## src/rtl/mem_port_arbiter.sv

```systemverilog
// ---------------------------------------------------------------------------
// mem_port_arbiter
//
// Shares one memory bus port between the instruction-fetch stage (IF,
// read-only) and the load/store stage (MEM). MEM has priority. An IF request
// is forced through after MAX_MEM_RUN consecutive MEM grants made while IF was
// waiting. A taken branch (IF_flush_i) discards a pending or in-flight fetch.
// A watchdog aborts any bus transaction that stays open for TIMEOUT cycles
// and raises a sticky error flag.
//
// Ports
//   clk_i, n_rst_i           clock, synchronous active-low reset
//   IF_req_i/IF_addr_i       fetch request and address (held until IF_ack_o)
//   IF_flush_i               discard any pending or in-flight fetch
//   IF_ack_o/IF_rdata_o      one-cycle fetch completion pulse and word
//   IF_stall_o               IF_req_i & ~IF_ack_o
//   MEM_req_i/we/size/addr/wdata  data request (held until MEM_ack_o)
//   MEM_ack_o/MEM_rdata_o    one-cycle data completion pulse and load data
//   MEM_stall_o              MEM_req_i & ~MEM_ack_o
//   bus_req_o..bus_wdata_o   open bus transaction and its attributes
//   bus_ack_i/bus_rdata_i    memory completion and read data
//   timeout_o                sticky bus-timeout error flag
// ---------------------------------------------------------------------------
module mem_port_arbiter #(
    parameter int MAX_MEM_RUN = 4,
    parameter int TIMEOUT     = 255
) (
    input  logic        clk_i,
    input  logic        n_rst_i,

    input  logic        IF_req_i,
    input  logic [31:0] IF_addr_i,
    input  logic        IF_flush_i,
    output logic        IF_ack_o,
    output logic [31:0] IF_rdata_o,
    output logic        IF_stall_o,

    input  logic        MEM_req_i,
    input  logic        MEM_we_i,
    input  logic [1:0]  MEM_size_i,
    input  logic [31:0] MEM_addr_i,
    input  logic [31:0] MEM_wdata_i,
    output logic        MEM_ack_o,
    output logic [31:0] MEM_rdata_o,
    output logic        MEM_stall_o,

    output logic        bus_req_o,
    output logic        bus_we_o,
    output logic [1:0]  bus_size_o,
    output logic [31:0] bus_addr_o,
    output logic [31:0] bus_wdata_o,
    input  logic        bus_ack_i,
    input  logic [31:0] bus_rdata_i,

    output logic        timeout_o
);

    // Size encoding: 2'b00 byte, 2'b01 halfword, 2'b10 word. Fetches are words.
    localparam logic [1:0] SIZE_WORD = 2'b10;

    localparam int RUN_W = $clog2(MAX_MEM_RUN + 1);
    localparam int TO_W  = $clog2(TIMEOUT + 1);

    typedef enum logic [1:0] {
        IDLE     = 2'd0,
        BUSY_IF  = 2'd1,
        BUSY_MEM = 2'd2
    } state_e;

    state_e            state_q,     state_d;
    logic [RUN_W-1:0]  run_cnt_q,   run_cnt_d;
    logic [TO_W-1:0]   to_cnt_q,    to_cnt_d;
    logic              discard_q,   discard_d;
    logic              bus_req_q,   bus_req_d;
    logic              bus_we_q,    bus_we_d;
    logic [1:0]        bus_size_q,  bus_size_d;
    logic [31:0]       bus_addr_q,  bus_addr_d;
    logic [31:0]       bus_wdata_q, bus_wdata_d;
    logic              if_ack_q,    if_ack_d;
    logic [31:0]       if_rdata_q,  if_rdata_d;
    logic              mem_ack_q,   mem_ack_d;
    logic [31:0]       mem_rdata_q, mem_rdata_d;
    logic              timeout_q,   timeout_d;

    logic              if_elig;
    logic              mem_elig;
    logic              run_at_max;
    logic              to_expired;
    logic              if_keep;

    // A requester whose ack is high this cycle gets one cycle to drop or
    // renew its request before it can be granted again.
    assign if_elig    = IF_req_i & ~if_ack_q & ~IF_flush_i;
    assign mem_elig   = MEM_req_i & ~mem_ack_q;
    assign run_at_max = (run_cnt_q == RUN_W'(MAX_MEM_RUN));
    // The counter holds the number of ack-less BUSY cycles already elapsed;
    // this one is the last allowed before the transaction is aborted.
    assign to_expired = (to_cnt_q == TO_W'(TIMEOUT - 1));
    // Fetch result is delivered unless flushed now or earlier in the transaction.
    assign if_keep    = ~discard_q & ~IF_flush_i;

    always_comb begin
        // NOTE: every signal written here gets a default first, so no path
        // leaves a value unassigned and no latch is inferred.
        state_d     = state_q;
        run_cnt_d   = run_cnt_q;
        to_cnt_d    = to_cnt_q;
        discard_d   = discard_q;
        bus_req_d   = bus_req_q;
        bus_we_d    = bus_we_q;
        bus_size_d  = bus_size_q;
        bus_addr_d  = bus_addr_q;
        bus_wdata_d = bus_wdata_q;
        if_ack_d    = 1'b0;
        if_rdata_d  = '0;
        mem_ack_d   = 1'b0;
        mem_rdata_d = '0;
        timeout_d   = timeout_q;

        case (state_q)
            IDLE: begin
                discard_d = 1'b0;
                to_cnt_d  = '0;
                if (!IF_req_i) begin
                    run_cnt_d = '0;
                end

                if (if_elig && (!mem_elig || run_at_max)) begin
                    state_d     = BUSY_IF;
                    bus_req_d   = 1'b1;
                    bus_we_d    = 1'b0;
                    bus_size_d  = SIZE_WORD;
                    bus_addr_d  = IF_addr_i;
                    bus_wdata_d = '0;
                    run_cnt_d   = '0;
                end else if (mem_elig) begin
                    state_d     = BUSY_MEM;
                    bus_req_d   = 1'b1;
                    bus_we_d    = MEM_we_i;
                    bus_size_d  = MEM_size_i;
                    bus_addr_d  = MEM_addr_i;
                    bus_wdata_d = MEM_wdata_i;
                    // Count MEM grants that overtake a waiting fetch.
                    if (IF_req_i && !run_at_max) begin
                        run_cnt_d = run_cnt_q + 1'b1;
                    end
                end
            end

            BUSY_IF, BUSY_MEM: begin
                if (bus_ack_i || to_expired) begin
                    state_d   = IDLE;
                    bus_req_d = 1'b0;
                    discard_d = 1'b0;
                    to_cnt_d  = '0;
                    if (!bus_ack_i) begin
                        timeout_d = 1'b1;
                    end
                    // An aborted transaction completes with rdata 0; a store
                    // returns 0 as well.
                    if (state_q == BUSY_IF) begin
                        if_ack_d   = if_keep;
                        if_rdata_d = (bus_ack_i && if_keep) ? bus_rdata_i : '0;
                    end else begin
                        mem_ack_d   = 1'b1;
                        mem_rdata_d = (bus_ack_i && !bus_we_q) ? bus_rdata_i : '0;
                    end
                end else begin
                    to_cnt_d = to_cnt_q + 1'b1;
                    if (state_q == BUSY_IF && IF_flush_i) begin
                        discard_d = 1'b1;
                    end
                end
            end

            default: begin
                state_d = IDLE;
            end
        endcase
    end

    // NOTE: state registers use non-blocking assignments so every flop
    // samples the values computed before this edge, independent of order.
    always_ff @(posedge clk_i) begin
        // NOTE: reset is synchronous: it takes effect only at a clock edge
        // where n_rst_i is low, and clears every register including the
        // output data registers.
        if (!n_rst_i) begin
            state_q     <= IDLE;
            run_cnt_q   <= '0;
            to_cnt_q    <= '0;
            discard_q   <= 1'b0;
            bus_req_q   <= 1'b0;
            bus_we_q    <= 1'b0;
            bus_size_q  <= '0;
            bus_addr_q  <= '0;
            bus_wdata_q <= '0;
            if_ack_q    <= 1'b0;
            if_rdata_q  <= '0;
            mem_ack_q   <= 1'b0;
            mem_rdata_q <= '0;
            timeout_q   <= 1'b0;
        end else begin
            state_q     <= state_d;
            run_cnt_q   <= run_cnt_d;
            to_cnt_q    <= to_cnt_d;
            discard_q   <= discard_d;
            bus_req_q   <= bus_req_d;
            bus_we_q    <= bus_we_d;
            bus_size_q  <= bus_size_d;
            bus_addr_q  <= bus_addr_d;
            bus_wdata_q <= bus_wdata_d;
            if_ack_q    <= if_ack_d;
            if_rdata_q  <= if_rdata_d;
            mem_ack_q   <= mem_ack_d;
            mem_rdata_q <= mem_rdata_d;
            timeout_q   <= timeout_d;
        end
    end

    assign IF_ack_o    = if_ack_q;
    assign IF_rdata_o  = if_rdata_q;
    assign IF_stall_o  = IF_req_i & ~if_ack_q;
    assign MEM_ack_o   = mem_ack_q;
    assign MEM_rdata_o = mem_rdata_q;
    assign MEM_stall_o = MEM_req_i & ~mem_ack_q;
    assign bus_req_o   = bus_req_q;
    assign bus_we_o    = bus_we_q;
    assign bus_size_o  = bus_size_q;
    assign bus_addr_o  = bus_addr_q;
    assign bus_wdata_o = bus_wdata_q;
    assign timeout_o   = timeout_q;

endmodule

```

## config.mk

```make
export PLATFORM = sky130hd
export DESIGN_NAME = mem_port_arbiter
export DESIGN_NICKNAME = d
export VERILOG_FILES = /design/src/rtl/mem_port_arbiter.sv
export SDC_FILE = /design/constraint.sdc
export NUM_CORES = 1
export LEC_CHECK = 0
export BUFFER_PORTS_ARGS = -buffer_cell sky130_fd_sc_hd__buf_2
export CAP_MARGIN = 40
export CORE_UTILIZATION = 40
export DETAILED_ROUTE_END_ITERATION = 6
export PLACE_DENSITY = 0.73
export SLEW_MARGIN = 10
export SYNTH_ARGS = -nofsm -noshare
export SYNTH_HDL_FRONTEND = slang
export SYNTH_SLANG_ARGS = --single-unit
```

## constraint.sdc

```tcl
create_clock -name clk_i -period 1.84 [get_ports clk_i]
set_input_delay 0.276 -clock clk_i [delete_from_list [all_inputs] [get_ports clk_i]]
set_output_delay 0.276 -clock clk_i [all_outputs]
set_load 0.02 [all_outputs]
```

==> run_results.csv, run 1 <==
group,metric,value,unit
clock_tree,cts_resized,0,
sta,hold_viol_final,0,
placement,gp_congestion,0.826,
critical_path,required,2.19,ns
routing,drtIter0Drc,260,
routing,drt_pre_antenna_iters,4,
critical_path,r2r_start,"state_q[0]",
die,die_x,114,um
status,outcome,"completed",
logic_synthesis,ys_seq_area_share,59.1,%
final_layout,syn2layout_area_growth,44.0,%
logic_synthesis,ys_seq_elements,149,
final_layout,antennaDiodeCount,0,
placement,hpwl,9370,um
sta,clock.fmax,577,MHz
sta,fin_crit_sh,94.3,%
logic_synthesis,synth_area_leaders,"dfxtp_1, and2_1, a22o_1",
worst_hold_path,worstHoldEndpoint,"IF_rdata_o[26]",
routing,ant_nets,0,
critical_path,critPathTopFamily,"simple AND/OR/NAND/NOR gates",
power,leakage,3.59,nW
final_layout,final_util,59.8,%
clock_tree,cts_buffer_depth,2,
flow_run,maxCapViolCount,0,
logic_synthesis,yosys.area.top_type,"dfxtp_1",
sta,drv_slew,0,
critical_path,path_cells,"inv_1 > ha_1 > nand3_1 > nor4b_4 > buf_12 > and2_1",
sta,finalCriticalPeriod,1.73,ns
clock_tree,post_cts_buffers,0,
die,ios,274,
sta,rsz0062_at_grt,"no",
final_layout,drive_above_1_share,41.2,%
die,die_h,114,um
clock_tree,h-tree-depth,4,
critical_path,crit_type,"reg2reg",
global_routing,grt_pass1_vias,4201,
logic_synthesis,syn_area,0.00505,mm2
logic_synthesis,synth_flop_cell,"dfxtp_1",
clock_tree,clk_pin_slew_worst_paths,0.06,ns
sta,setup_viol,0,
critical_path,cpPeakStageDelay,0.38,ns
critical_path,worst-path-buf-inv,2,
power,peakVddDrop,0.553,mV
global_routing,track_usage,19.5,%
clock_tree,clk_latency,0.42,ns
critical_path,critPathMaxFanout,32,
routing,routedWlPerCell,13.5,um
global_routing,grt_max_degree,67,
worst_hold_path,whs_path_depth,2,
critical_path,r2r.worst_path.cells,6,
routing,drc_errors,0,
global_routing,grt_first_pass_wirelength,19700,um
clock_tree,cts_tree,"done",
global_routing,overflow,0,
global_routing,antenna_found_initial,1,
die,core,0.0122,mm2
critical_path,crit_arrival,2.09,ns
final_layout,final_nets,919,
logic_synthesis,async_flop_share,0,%
sta,clock_skew,0.0105,ns
worst_hold_path,hold_start,"bus_rdata_i[26]",
die,std_cell_rows,40,
logic_synthesis,yosysWarnings,0,
logic_synthesis,syn_avg_cell_area,10.0,um2
sta,setup_tns,0,ns
critical_path,slowest_stage,"dfxtp_1",
sta,slew_headroom,75.1,%
sta,worstMarginPinSlew,0.370,ns
routing,dr_total_vias,4540,
clock_tree,clkSinkCount,149,
die,initial_core_util,41.5,%
critical_path,reg2reg_to,"IF_rdata_o[29]",
clock_tree,cts_hold_buf,0,
critical_path,cp-end-kind,"register",
clock_tree,root_buffer,"clkbuf_16",
routing,via_per_inst,4.75,
logic_synthesis,synth_cells,503,
final_layout,nFillCells,1033,
power,p_total,8.59,mW
logic_synthesis,synth.distinct_cells,39,
critical_path,r2r_slack,0.11,ns
critical_path,start_kind,"register",
worst_hold_path,hold_path_class,"in2reg",
logic_synthesis,yosysTopAreaCellShare,59.1,%
die,die_area,0.0131,mm2
logic_synthesis,synth_edf_count,0,
logic_synthesis,synth_nets,648,
clock_tree,cts_buffers,17,
power,p_per_area,1180,mW/mm2
placement,portBuffers,273,
routing,routed_wl,12900,um
## cell usage in the layout, fill, tap and decap left out, drive strengths merged
cell / count
o22ai: 1
a21oi: 8
o32ai: 1
a22o: 34
nand2b: 1
nand4b: 1
a31oi: 33
or3: 1
nor3: 2
nand3: 4
clkinv: 4
nand4: 3
a211oi: 2
xor2: 4
mux2i: 1
or2: 1
o21ai: 36
clkinvlp: 2
ha: 8
xnor2: 3
nor2b: 4
nor4: 2
bufinv: 3
o21a: 3
and4b: 1
a21boi: 2
and2: 65
and3b: 1
nand2: 74
o31ai: 1
buf: 283
clkbuf: 19
nor4b: 1
inv: 11
nor2: 17
dfxtp: 149
nor3b: 1
## stage by stage
step	cell area [um2]	setup WS (ns)	hold slack [ns]	std cells
global placement	6660	0.183	0.450	923
floorplan	5050	0.226	0.352	503
finish	7270	0.106	0.0637	955
global route	7270	0.0225	0.0510	955
CTS	7270	0.114	0.0487	955
detailed placement	6660	0.134	0.449	923
## sequential cells by signal (all words and copies together), names as in the netlist, 2 cells and up
| register | count |
|---|---|
| MEM_rdata_o | 32 |
| IF_rdata_o | 32 |
| state_q | 2 |
| bus_size_o | 2 |
| bus_addr_o | 32 |
| to_cnt_q | 8 |
| bus_wdata_o | 32 |
| run_cnt_q | 3 |
## how the worst max path moves through the flow
stage	startpoint	to	slack, ns	depth (start not counted)
after global routing	state_q[0]	IF_rdata_o[16]	0.02	6
final	state_q[0]	IF_rdata_o[29]	0.11	6
after CTS	state_q[0]	IF_rdata_o[16]	0.11	6
after global placement	state_q[0]	IF_rdata_o[1]	0.18	6
after floorplan	state_q[0]	IF_rdata_o[0]	0.23	6
after detailed placement	state_q[0]	IF_rdata_o[6]	0.13	6
## Yosys cell counts (2+ instances only)
library cell,instances
xnor2_1,3
nor3_1,2
ha_1,8
and2_1,65
buf_2,15
dfxtp_1,149
o21ai_1,2
xor2_1,4
nand3_1,4
inv_1,6
nor4_1,2
a22o_1,34
a21oi_1,7
clkbuf_1,16
nand4_1,3
a31oi_1,33
o21ai_0,34
a211oi_1,2
nand2_1,74
nor2b_1,4
nor2_1,16
o21a_1,3
## worst register-to-register path, stage by stage, from the launching register on
cell	delay, ns
dfxtp_1	0.38
inv_1	0.09
ha_1	0.35
nand3_1	0.17
nor4b_4	0.34
buf_12	0.20
and2_1	0.16
## cell type report
cell class / instances / area [um2] / area share (%)
clock buffer: 19 / 443 / 6.09
clock inverter: 13 / 168 / 2.31
inverter: 7 / 26.3 / 0.362
multi-input combinational: 316 / 1920 / 26.4
sequential: 149 / 2980 / 41.0
tap: 168 / 210 / 2.89
timing repair buffer: 283 / 1520 / 20.9
## per-layer routing
| layer | GRT usage, % | part of all wire, % |
|---|---|---|
| met1 | 21.4 | 41 |
| met2 | 34.4 | 50 |
| met3 | 6.67 | 7.6 |
| met4 | 7.88 | 1.4 |
| met5 | 0 | 0.10 |
## power by group
group	internal [mW]	leakage, nW	switching [mW]
logic	0.554	2.08	0.874
registers	3.50	1.22	0.127
clock network	2.18	0.295	1.35
total	6.24	3.59	2.35
## kinds of logic after synthesis
kind of cell,after synthesis,synth area share [%]
multiplexers,1,0.198
AO/OA/AOI/OAI,121,16.1
adder cells (fa/ha/maj),8,1.98
AND/OR/NAND/NOR,179,18.2
buffers and inverters,38,3.20
flip-flops,149,59.1
XOR/XNOR,7,1.21
Note: power is estimated with default switching activity, not from simulation.
==> run 2: changes to the inputs <==
--- a/config.mk
+++ b/config.mk
@@ -5,11 +5,13 @@
 export SDC_FILE = /design/constraint.sdc
 export NUM_CORES = 1
 export LEC_CHECK = 0
+export ABC_AREA = 1
 export BUFFER_PORTS_ARGS = -buffer_cell sky130_fd_sc_hd__buf_2
 export CAP_MARGIN = 40
 export CORE_UTILIZATION = 40
 export DETAILED_ROUTE_END_ITERATION = 6
-export PLACE_DENSITY = 0.73
+export HOLD_SLACK_MARGIN = 0.15
+export PLACE_DENSITY = 0.72
 export SLEW_MARGIN = 10
 export SYNTH_ARGS = -nofsm -noshare
 export SYNTH_HDL_FRONTEND = slang
==> run_results.csv, run 2 <==
group,metric,value,unit
status,outcome,"completed",
sta,slew_headroom,75.6,%
sta,setup_viol,0,
critical_path,cpPeakStageDelay,0.41,ns
logic_synthesis,synth_top_family_by_area,"simple AND/OR/NAND/NOR gates",
logic_synthesis,syn_avg_cell_area,7.88,um2
clock_tree,post_cts_buffers,0,
routing,routedWlPerCell,13.6,um
clock_tree,clkSinkCount,149,
worst_hold_path,hold_start,"MEM_addr_i[30]",
global_routing,grt_pass1_vias,5754,
logic_synthesis,ys_seq_area_share,55.9,%
power,leakage,4.44,nW
worst_hold_path,worstHoldEndpoint,"bus_addr_o[30]",
sta,worstMarginPinSlew,0.365,ns
critical_path,path_cells,"inv_1 > ha_1 > inv_1 > nor2_1 > nand2_1 > nand2_1 > nand2_2 > nor3_1",
critical_path,start_kind,"register",
placement,portBuffers,273,
sta,setup_tns,0,ns
placement,placedInstanceArea,0.00694,mm2
flow_run,maxCapViolCount,0,
clock_tree,cts_buffers,17,
logic_synthesis,yosys.area_share.xor_xnor,0.820,%
logic_synthesis,yosys.area.top_type,"dfxtp_1",
logic_synthesis,synthMuxAreaShare,0,%
placement,gp_congestion,0.892,
global_routing,track_usage,24.9,%
final_layout,finalNonFillerCells,1236,
placement,hpwl,10100,um
final_layout,final_nets,1196,
logic_synthesis,synth_compound_area_share,10.6,%
logic_synthesis,yosysTopAreaCellShare,55.9,%
clock_tree,h-tree-depth,4,
logic_synthesis,synth.distinct_cells,25,
sta,hold_viol_final,0,
critical_path,crit_arrival,1.96,ns
logic_synthesis,async_flop_share,0,%
critical_path,crit_type,"reg2reg",
sta,finalCriticalPeriod,1.63,ns
final_layout,design_area,0.00861,mm2
critical_path,required,2.17,ns
worst_hold_path,whs_path_depth,5,
logic_synthesis,synth_common_cells,"dfxtp_1, nand2_1, nor2_1",
routing,drt_pre_antenna_iters,4,
clock_tree,clk_pin_slew_worst_paths,0.06,ns
logic_synthesis,synthSimpleGateAreaFrac,23.7,%
routing,ant_nets,0,
clock_tree,cts_tree,"done",
final_layout,syn2layout_area_growth,61.2,%
final_layout,drive_above_1_share,30.5,%
logic_synthesis,synth_area_leaders,"dfxtp_1, nand2_1, nor2_1",
die,die_h,118,um
die,die_area,0.0138,mm2
logic_synthesis,synth_cells,678,
global_routing,grt_first_pass_wirelength,27800,um
die,initial_core_util,41.6,%
clock_tree,cts_buffer_depth,2,
power,peakVddDrop,0.560,mV
final_layout,final_common_cell,"buf_2",
sta,rsz0062_at_grt,"no",
critical_path,critPathMaxFanout,8,
placement,dp.cells,1098,
die,ios,274,
logic_synthesis,synth.most_common_cell,"dfxtp_1",
final_layout,final_util,67.1,%
power,p_per_area,987,mW/mm2
critical_path,r2r_start,"state_q[0]",
critical_path,cp-end-kind,"register",
final_layout,nFillCells,1028,
routing,drc_errors,0,
critical_path,r2r.worst_path.cells,8,
critical_path,worst-path-buf-inv,2,
placement,pre_cts_slack,0.176,ns
global_routing,grt_max_degree,72,
clock_tree,clk_latency,0.42,ns
power,p_total,8.49,mW
final_layout,antennaDiodeCount,0,
die,core,0.0128,mm2
sta,holdWs,0.170,ns
sta,finalWorstSetupSlack,0.214,ns
sta,clock_skew,0.0113,ns
critical_path,critPathTopFamily,"simple AND/OR/NAND/NOR gates",
logic_synthesis,ys_seq_elements,149,
critical_path,r2r_slack,0.21,ns
logic_synthesis,synth_nets,823,
die,std_cell_rows,41,
logic_synthesis,synth_edf_count,0,
logic_synthesis,yosysWarnings,0,
die,die_x,118,um
critical_path,slowest_stage,"dfxtp_1",
logic_synthesis,syn_area,0.00534,mm2
critical_path,reg2reg_to,"to_cnt_q[1]",
sta,clock.fmax,615,MHz
global_routing,antenna_found_initial,0,
routing,via_per_inst,4.67,
sta,fin_crit_sh,88.4,%
logic_synthesis,synth_adder_area_share,1.87,%
sta,drv_slew,0,
clock_tree,root_buffer,"clkbuf_16",
final_layout,layout_common_cells,"buf_2, dfxtp_1, nand2_1",
routing,drtIter0Drc,270,
worst_hold_path,hold_path_class,"in2reg",
global_routing,overflow,0,
logic_synthesis,synth_flop_cell,"dfxtp_1",
routing,routed_wl,16900,um
routing,dr_total_vias,5776,
-- run 2: how the worst max path moves through the flow --
| stage | from | end | slack [ns] | cells past startpoint |
|---|---|---|---|---|
| final | state_q[0] | to_cnt_q[1] | 0.21 | 8 |
| after global routing | state_q[0] | to_cnt_q[1] | 0.05 | 8 |
| after CTS | state_q[0] | to_cnt_q[1] | 0.15 | 8 |
| after detailed placement | state_q[0] | to_cnt_q[1] | 0.18 | 8 |
| after global placement | state_q[0] | to_cnt_q[3] | 0.29 | 8 |
| after floorplan | state_q[1] | bus_addr_o[11] | 0.27 | 9 |
-- run 2: what timing repair did --
action / in CTS / in global routing
gates resized for setup: 0 / 2
setup endpoints to repair: 0 / 3
hold buffers: 106 / 0
endpoints found under the hold margin: 131 / 0
-- run 2: final cells by class --
cell class / count / area (um2) / area share (%)
multi-input cells: 434 / 1980 / 23.0
clock inverters: 12 / 144 / 1.67
clock buffers: 20 / 457 / 5.30
well taps: 172 / 215 / 2.50
flip-flops and latches: 149 / 2980 / 34.6
repair buffers: 392 / 2610 / 30.3
inverters: 57 / 214 / 2.49
-- run 2: kinds of logic after synthesis --
| logic type | count (synthesis) |
|---|---|
| buffers and inverters | 95 |
| AND/OR/NAND/NOR | 312 |
| AO/OA/AOI/OAI | 109 |
| flip-flops | 149 |
| adder cells (fa/ha/maj) | 8 |
| XOR/XNOR | 5 |
-- run 2: power by group --
part / leakage (nW) / switching [mW] / total, mW / internal, mW
clock: 0.290 / 1.40 / 3.49 / 2.10
combinational: 2.93 / 0.866 / 1.49 / 0.620
sequential: 1.22 / 0.0925 / 3.52 / 3.42
total: 4.44 / 2.36 / 8.49 / 6.14
-- run 2: metal layers --
metal	global-route usage, %	routed length [um]	part of all wire [%]	vias to the layer above
met1	27.4	6750	40	2613
li1	-	-	-	2886
met2	44.9	8640	51	237
met3	6.01	984	5.8	40
met5	0	0	0	-
met4	12.2	478	2.8	0
-- run 2: worst register-to-register path, delay by kind of cell, from the launching register on --
kind          cells  cell delay, ns
fa+ha+maj         1            0.30
buf+inv           2            0.15
flops             1            0.41
simple gates      5            0.68
